<file path="config.mk">
export PLATFORM = sky130hd
export DESIGN_NAME = stw_bist_sequencer_flat
export DESIGN_NICKNAME = d
export VERILOG_FILES = /design/src/rtl/stw_bist_sequencer_if.sv /design/src/rtl/stw_bist_sequencer.sv /design/src/flat_wrapper.sv
export SDC_FILE = /design/constraint.sdc
export NUM_CORES = 1
export LEC_CHECK = 0
export BUFFER_PORTS_ARGS = -buffer_cell sky130_fd_sc_hd__buf_2
export CORE_ASPECT_RATIO = 1.2
export CORE_UTILIZATION = 55
export DETAILED_ROUTE_END_ITERATION = 16
export PLACE_DENSITY = 0.73
export REMOVE_ABC_BUFFERS = 1
export SLEW_MARGIN = 20
export SYNTH_ARGS = -nofsm -noshare
export SYNTH_HDL_FRONTEND = slang
export SYNTH_SLANG_ARGS = --single-unit
</file>
<file path="constraint.sdc">
create_clock -name clk -period 7.6 [get_ports clk]
set_input_delay 1.52 -clock clk [delete_from_list [all_inputs] [get_ports clk]]
set_output_delay 1.52 -clock clk [all_outputs]
set_load 0.005 [all_outputs]
</file>
<file path="src/rtl/stw_bist_sequencer_if.sv">
// Broadcast self-test-word bus between the BIST sequencer (master) and the MAC array (slave).
interface stw_bist_sequencer_if #(
   parameter int ROWS      = 4,
   parameter int COLS      = 4,
   parameter int WORD_SIZE = 16
);
   logic [WORD_SIZE-1:0] STW_mult_op1;
   logic [WORD_SIZE-1:0] STW_mult_op2;
   logic [WORD_SIZE-1:0] STW_add_op;
   logic [WORD_SIZE-1:0] STW_expected;
   logic                 STW_test_load_en;
   logic                 STW_start;
   logic                 STW_complete_out;
   logic [ROWS*COLS-1:0] STW_result_mat;

   modport master (
      output STW_mult_op1, STW_mult_op2, STW_add_op, STW_expected,
      output STW_test_load_en, STW_start,
      input  STW_complete_out, STW_result_mat
   );

   modport slave (
      input  STW_mult_op1, STW_mult_op2, STW_add_op, STW_expected,
      input  STW_test_load_en, STW_start,
      output STW_complete_out, STW_result_mat
   );
endinterface

</file>
<file path="src/rtl/stw_bist_sequencer.sv">
// STW BIST controller: steps a programmable vector list through the MAC array,
// waits for the array-wide completion and folds per-PE mismatches into a sticky fault map.
module stw_bist_sequencer #(
   parameter int ROWS           = 4,
   parameter int COLS           = 4,
   parameter int WORD_SIZE      = 16,
   parameter int NUM_VECTORS    = 4,
   parameter int TIMEOUT_CYCLES = 64,
   localparam int IDX_W         = (NUM_VECTORS > 1) ? $clog2(NUM_VECTORS) : 1
) (
   input  logic                   clk,
   input  logic                   rst,
   input  logic                   bist_start,
   input  logic                   bist_abort,
   input  logic                   vec_wr_en,
   input  logic [IDX_W-1:0]       vec_wr_addr,
   input  logic [3*WORD_SIZE-1:0] vec_wr_data,
   stw_bist_sequencer_if.master   stw,
   output logic                   busy,
   output logic                   done,
   output logic                   timeout_err,
   output logic [IDX_W-1:0]       vec_idx,
   output logic [ROWS*COLS-1:0]   fault_map,
   output logic                   any_fault
);

   localparam int CNT_W = $clog2(TIMEOUT_CYCLES + 1);

   typedef enum logic [2:0] {
      S_IDLE, S_LOAD, S_START, S_WAIT, S_CAPTURE, S_DONE, S_ERROR
   } state_t;

   state_t                 state, state_next;
   logic [3*WORD_SIZE-1:0] slots [NUM_VECTORS];
   logic [WORD_SIZE-1:0]   op1, op2, add_op;
   logic [CNT_W-1:0]       wait_cnt;
   logic [IDX_W-1:0]       idx_next;
   logic                   launch, capture, cnt_clr, cnt_inc, last_vec;

   assign last_vec = (vec_idx == IDX_W'(NUM_VECTORS - 1));

   always_ff @(posedge clk) begin
      if (rst) state <= S_IDLE;
      else     state <= state_next;
   end

   always_comb begin
      state_next           = state;
      idx_next             = vec_idx;
      launch               = 1'b0;
      capture              = 1'b0;
      cnt_clr              = 1'b0;
      cnt_inc              = 1'b0;
      busy                 = 1'b0;
      done                 = 1'b0;
      timeout_err          = 1'b0;
      stw.STW_test_load_en = 1'b0;
      stw.STW_start        = 1'b0;
      case (state)
         S_IDLE, S_DONE, S_ERROR: begin
            done        = (state == S_DONE);
            timeout_err = (state == S_ERROR);
            if (bist_start) begin
               launch     = 1'b1;
               idx_next   = '0;
               state_next = S_LOAD;
            end
         end
         S_LOAD: begin
            busy                 = 1'b1;
            stw.STW_test_load_en = 1'b1;
            state_next           = S_START;
         end
         S_START: begin
            busy          = 1'b1;
            stw.STW_start = 1'b1;
            cnt_clr       = 1'b1;
            state_next    = S_WAIT;
         end
         S_WAIT: begin
            busy    = 1'b1;
            cnt_inc = 1'b1;
            // wait_cnt==0 marks the first WAIT cycle, where complete may still be stale
            if (wait_cnt != '0 && stw.STW_complete_out)
               state_next = S_CAPTURE;
            else if (wait_cnt == CNT_W'(TIMEOUT_CYCLES - 1))
               state_next = S_ERROR;
         end
         S_CAPTURE: begin
            busy    = 1'b1;
            capture = 1'b1;
            if (last_vec) begin
               state_next = S_DONE;
            end else begin
               idx_next   = vec_idx + IDX_W'(1);
               state_next = S_LOAD;
            end
         end
         default: state_next = S_IDLE;
      endcase
      // abort wins over everything, including a capture in the same cycle
      if (busy && bist_abort) begin
         state_next = S_IDLE;
         capture    = 1'b0;
         idx_next   = vec_idx;
      end
   end

   always_ff @(posedge clk) begin
      if (rst) begin
         for (int unsigned i = 0; i < NUM_VECTORS; i++) slots[i] <= '0;
         op1       <= '0;
         op2       <= '0;
         add_op    <= '0;
         wait_cnt  <= '0;
         vec_idx   <= '0;
         fault_map <= '0;
      end else begin
         if (vec_wr_en && !busy && (32'(vec_wr_addr) < NUM_VECTORS))
            slots[vec_wr_addr] <= vec_wr_data;
         vec_idx <= idx_next;
         if (state_next == S_LOAD)
            {add_op, op2, op1} <= slots[idx_next];
         else if (state_next == S_IDLE)
            {add_op, op2, op1} <= '0;
         if (cnt_clr)      wait_cnt <= '0;
         else if (cnt_inc) wait_cnt <= wait_cnt + CNT_W'(1);
         if (launch)       fault_map <= '0;
         else if (capture) fault_map <= fault_map | stw.STW_result_mat;
      end
   end

   assign stw.STW_mult_op1 = op1;
   assign stw.STW_mult_op2 = op2;
   assign stw.STW_add_op   = add_op;
   assign stw.STW_expected = op1 * op2 + add_op;
   assign any_fault        = |fault_map;

endmodule

</file>
<file path="src/flat_wrapper.sv">
// flat-port wrapper written by rule: the top's interface ports become plain ports
module stw_bist_sequencer_flat 
#(
   parameter int ROWS           = 4,
   parameter int COLS           = 4,
   parameter int WORD_SIZE      = 16,
   parameter int NUM_VECTORS    = 4,
   parameter int TIMEOUT_CYCLES = 64,
   localparam int IDX_W         = (NUM_VECTORS > 1) ? $clog2(NUM_VECTORS) : 1
)
  (clk, rst, bist_start, bist_abort, vec_wr_en, vec_wr_addr, vec_wr_data, busy, done, timeout_err, vec_idx, fault_map, any_fault, stw_STW_mult_op1, stw_STW_mult_op2, stw_STW_add_op, stw_STW_expected, stw_STW_test_load_en, stw_STW_start, stw_STW_complete_out, stw_STW_result_mat);
  stw_bist_sequencer_if #(.ROWS(ROWS), .COLS(COLS), .WORD_SIZE(WORD_SIZE)) stw_i ();
  input  logic clk;
  input  logic rst;
  input  logic bist_start;
  input  logic bist_abort;
  input  logic vec_wr_en;
  input  logic [IDX_W-1:0] vec_wr_addr;
  input  logic [3*WORD_SIZE-1:0] vec_wr_data;
  output logic busy;
  output logic done;
  output logic timeout_err;
  output logic [IDX_W-1:0] vec_idx;
  output logic [ROWS*COLS-1:0] fault_map;
  output logic any_fault;
  output wire logic [$bits(stw_i.STW_mult_op1)-1:0] stw_STW_mult_op1;
  output wire logic [$bits(stw_i.STW_mult_op2)-1:0] stw_STW_mult_op2;
  output wire logic [$bits(stw_i.STW_add_op)-1:0] stw_STW_add_op;
  output wire logic [$bits(stw_i.STW_expected)-1:0] stw_STW_expected;
  output wire logic [$bits(stw_i.STW_test_load_en)-1:0] stw_STW_test_load_en;
  output wire logic [$bits(stw_i.STW_start)-1:0] stw_STW_start;
  input wire logic [$bits(stw_i.STW_complete_out)-1:0] stw_STW_complete_out;
  input wire logic [$bits(stw_i.STW_result_mat)-1:0] stw_STW_result_mat;
  assign stw_STW_mult_op1 = stw_i.STW_mult_op1;
  assign stw_STW_mult_op2 = stw_i.STW_mult_op2;
  assign stw_STW_add_op = stw_i.STW_add_op;
  assign stw_STW_expected = stw_i.STW_expected;
  assign stw_STW_test_load_en = stw_i.STW_test_load_en;
  assign stw_STW_start = stw_i.STW_start;
  assign stw_i.STW_complete_out = stw_STW_complete_out;
  assign stw_i.STW_result_mat = stw_STW_result_mat;
  stw_bist_sequencer #(.ROWS(ROWS), .COLS(COLS), .WORD_SIZE(WORD_SIZE), .NUM_VECTORS(NUM_VECTORS), .TIMEOUT_CYCLES(TIMEOUT_CYCLES)) u_core (.clk(clk), .rst(rst), .bist_start(bist_start), .bist_abort(bist_abort), .vec_wr_en(vec_wr_en), .vec_wr_addr(vec_wr_addr), .vec_wr_data(vec_wr_data), .stw(stw_i), .busy(busy), .done(done), .timeout_err(timeout_err), .vec_idx(vec_idx), .fault_map(fault_map), .any_fault(any_fault));
endmodule
</file>
Yosys cells after proc, flatten, opt, wreduce, memory -nomap -nowiden
Memory sizes are Yosys's and may differ from the RTL's.
Cells that the tools add are included.
{ "word_totals": {"register_bits": 76, "ram_bits": 192, "output_inout_bits": 88, "memories": 1} }
{ "op_classes": {"addsub": 3, "mul": 1, "eq_ne": 9, "muxes": 32, "bitwise_logic": 1, "n_reduce_logical": 14} }
{ "mem_list": {"columns": ["name", "depth", "width", "read_ports", "rd_ports_with_merged_regs", "wr", "line", "source"], "rows": [
  ["u_core.slots", 4, 48, 1, 0, 4, "stw_bist_sequencer.sv:34", "logic [3*WORD_SIZE-1:0] slots [NUM_VECTORS];"]
]} }
{ "op_table": {"columns": ["cell", "n"], "rows": [
  ["16-bit two-way mux", 4],
  ["48-bit two-way mux", 1],
  ["48-bit OR reduction", 1],
  ["16-bit adder", 1],
  ["16-bit by 16-bit multiplier with 16-bit output", 1],
  ["1-bit two-way mux", 16],
  ["16-bit OR", 1],
  ["16-bit OR reduction", 1],
  ["3-bit two-way mux", 5],
  ["3-bit case mux with 5 select lines", 1],
  ["3-bit equality test, second input constant", 3],
  ["2-bit two-way mux", 4],
  ["7-bit by 1-bit adder with 7-bit output, second input constant", 1],
  ["7-bit by 6-bit equality test with 1-bit output, second input constant", 1],
  ["7-bit nonzero test", 1],
  ["3-bit by 1-bit equality test with 1-bit output, second input constant", 2],
  ["3-bit by 2-bit equality test with 1-bit output, second input constant", 2],
  ["3-bit logical NOT", 2],
  ["2-bit case mux with 2 select lines", 1],
  ["2-bit OR reduction", 2],
  ["4-bit OR reduction", 1],
  ["1-bit logical AND", 3],
  ["3-bit OR reduction", 1],
  ["2-bit by 1-bit adder with 2-bit output, second input constant", 1],
  ["3 further kinds", 3]
]} }

Logic depth before layout (Yosys ltp)
{ "logic_depth": {"ltp_word": 10, "mapped_depth": 21} }

Least setup slack after synthesis
Ideal clock, no wire load.
{ "synth_timing": {"path_kind": "reg2out", "start": "register u_core.op2[1] (netlist: u_core.stw.STW_mult_op2[1])", "end": "output stw_STW_expected[15]", "arrival_ps": 4955, "path_slack_ps": 1125, "path_stages_with_launch": 18, "cell_sequence": "dfxtp_1 -> clkbuf_1 -> nand2_1 -> fa_1 -> fa_1 -> fa_1 -> inv_1 -> fa_1 -> fa_1 -> inv_1 -> fa_1 -> inv_1 -> ha_1 -> a21oi_1 -> nand2_1 -> o21ai_0 -> o21ai_0 -> xnor2_1"} }
{ "synth_between": {"elab_chain_cells": 2} }
{ "synth_lines": {"columns": ["item", "line", "source"], "rows": [
  ["from (decl)", "stw_bist_sequencer.sv:35", "logic [WORD_SIZE-1:0] op1, op2, add_op;"],
  ["from (signal assigned)", "stw_bist_sequencer.sv:123", "{add_op, op2, op1} <= slots[idx_next];"],
  ["16-bit by 16-bit multiplier with 16-bit output", "stw_bist_sequencer.sv:136", "assign stw.STW_expected = op1 * op2 + add_op;"],
  ["16-bit adder", "stw_bist_sequencer.sv:136", null],
  ["to (decl)", "flat_wrapper.sv:29", "output wire logic [$bits(stw_i.STW_expected)-1:0] stw_STW_expected;"]
]} }
No other way between the ends.

Worst setup path after layout
{ "layout_timing": {"start": "register u_core.op2[3] (netlist: u_core.stw.STW_mult_op2[3])", "end": "output stw_STW_expected[15]"} }
Same word-level chain as after synthesis.

==> out/results.ini <==
[run_status]
status = complete, no violations

[sta]
fin_skew_ns = 0.0199
max_freq_mhz = 138
final_max_slew_viol_count = 0
hold-worst-slack_ns = 0.476
setup_tns_ns = 0
post-route-min-period_ns = 7.22
timing.final.setup_violations = 0
post-route-worst-setup-slack_ns = 0.379
finalHoldViolCount = 0
relSlewSlack_pct = 47.7
worst_pin_slew_ns = 0.784
period_share_pct = 95.0
rsz0062_at_grt = no

[routing]
wire_per_inst_um = 19.1
drt-pass1-iter-count = 5
dr_total_vias = 9777
wl_um = 34000
drc = 0
via_per_inst = 5.51
antenna_left = 0
first_iter_violations = 523

[logic_synthesis]
synth_flop_cell = edfxtp_1
synth-warning-count = 0
synthCells = 1277
yosys.area_share.simple_pct = 15.2
synth-compound-area-share_pct = 4.94
synth_top_family_by_area = adder cells
synth.distinct_cells = 44
synth-seq-cells = 268
async_flop_share_pct = 0
syn-cell-area_um2 = 15400
synthMuxAreaShare_pct = 7.11
ys_seq_area_share_pct = 47.5
synth_adder_area_share_pct = 16.7
synth-edff-count = 192
synth.avg_cell_area_um2 = 12.0
synthXorXnorAreaFrac_pct = 2.68

[finish]
layout.area.seq_um2 = 7290
multi_input_area_um2 = 7210
layout_commonest_cell = and2_1
nets = 1633
drive_gt1_share_pct = 19.5
fillCellCount = 2149
syn_to_final_growth_pct = 12.8
fin_util_pct = 63.5
final_cell_mix = and2_1 (241), edfxtp_1 (192), inv_1 (163)

[floorplan]
die_y_um = 185
die-area_um2 = 28600
row_count = 66
start_util_pct = 56.3
die_w_um = 155
io_pins = 160
coreArea_um2 = 27300

[setup_path]
path_class = reg2out
cp-start-kind = flop
crit_path_max_fanout = 15
critPathSlowestCell = dfxtp_1
crit_chain = nand2_1, fa_1, fa_1, fa_1, inv_1, fa_1, fa_1, inv_1, fa_1, inv_1, ha_1, a21oi_1, nand2_1, o21ai_0, o21ai_0, xnor2_1, buf_2
end_kind = output port
max_stage_delay_ns = 0.67
crit_family = adder cells
cp_common_cell = fa_1
cp.arrival_ns = 5.70
required_ns = 6.08
critical_path_buf_inv_count = 4

[global_route]
busiest_layer = met2
antenna_found_initial = 3
grt_pass1_vias = 10247
grt_max_degree = 50
grt_use_met2_pct = 44.6
grt-ovfl-total = 0
grt_use_met1_pct = 31.7
grt_util_met3_pct = 4.16
grt_use_total_pct = 25.0
grt_pass1_wl_um = 55000

[placement]
hpwl_um = 22500
io_buffers = 159
dp_slack_ns = 0.817
place_congestion = 0.837

[min_path]
hold_path.class = reg2reg

[clocking]
cts_tree = done
cts.path.max_buffers = 3
clk_pin_slew_worst_paths_ns = 0.06
worstSkewPairLatency_ns = 0.55
clock-sinks = 268
numCtsBuffers = 26
htree_levels = 1
postCtsHoldBufs = 0
root_buffer = clkbuf_16

[power]
p_per_area_nw_per_um2 = 201
p_leak_nw = 7.38
vdd_drop_max_mv = 0.203

[job]
max_cap_violations = 0

where the power goes:
part | internal, mW | switching (mW) | total, mW
clock network | 0.715 | 0.563 | 1.28
logic | 0.185 | 0.254 | 0.439
registers | 1.67 | 0.0929 | 1.76
cells in the mapped netlist, types with 38 or more instances:
| master | instances | share of area, % |
|---|---|---|
| edfxtp_1 | 192 | 38 |
| inv_1 | 163 | 4.0 |
| nand2_1 | 108 | 2.6 |
| ha_1 | 54 | 4.4 |
| fa_1 | 94 | 12 |
| xnor2_1 | 38 | 2.2 |
| clkbuf_1 | 48 | 1.2 |
| and2_1 | 242 | 9.9 |
| mux4_2 | 48 | 7.0 |
| nor2_1 | 41 | 1.0 |
| a22o_1 | 48 | 2.7 |
| dfxtp_1 | 76 | 9.9 |
tightest hold or removal path, stage by stage, from the launching register on:
cell and delay [ns]:
dfxtp_1 0.32, nand2_1 0.06, a21oi_1 0.05
metrics by stage:
stage / instance area, µm² / power (mW) / std cells
floorplan: 15100 / 2.02 / 1211
global placement: 16400 / 2.22 / 1725
detailed placement: 16400 / 2.24 / 1725
CTS: 17300 / 3.51 / 1773
global route: 17300 / 3.62 / 1773
finish: 17300 / 3.48 / 1775
registers in the layout, summed over array words and instances, names as in the netlist:
| register | flops |
|---|---|
| u_core.slots | 192 |
| u_core.fault_map | 16 |
| u_core.stw.STW_add_op | 16 |
| u_core.stw.STW_mult_op1 | 16 |
| u_core.stw.STW_mult_op2 | 16 |
| u_core.wait_cnt | 7 |
| u_core.state | 3 |
| u_core.vec_idx | 2 |
routing by layer:
layer	vias up	wire, µm
met1	4874	13400
met3	44	2380
met5	-	12
met2	327	17500
met4	2	654
li1	4530	-
what timing repair did:
action,4_1_cts,5_1_grt
setup endpoints to repair,0,1
resized for setup,0,2
buffers inserted,0,0
worst paths after layout:
kind,from,end,slack (ns),depth (start not counted)
worst max-delay path,u_core.stw.STW_mult_op2[3]$_SDFFE_PP0P_,stw_STW_expected[15],0.38,17
worst max register to register,u_core.state[0]$_SDFF_PP0_,u_core.slots[1][16]$_SDFFCE_PN0P_,4.22,8
worst min-delay path,u_core.wait_cnt[1]$_SDFFE_PP0P_,u_core.wait_cnt[1]$_SDFFE_PP0P_,0.48,2
worst min register to register,u_core.wait_cnt[1]$_SDFFE_PP0P_,u_core.wait_cnt[1]$_SDFFE_PP0P_,0.48,2
cell families after synthesis:
family / Yosys count
simple gates: 430
flops: 268
buf+inv: 229
fa+ha+maj: 148
compound gates: 106
mux: 49
xor+xnor: 47
final cells by class:
cell class,instances,share of cell area [%]
timing repair buffer,174,5.27
clock buffer,35,4.18
multi-input combinational,780,41.7
inverter,163,3.53
antenna,2,0.0289
tap,340,2.46
clock inverter,13,0.752
sequential,268,42.1
No activity file was read; power rests on OpenSTA's default activity.
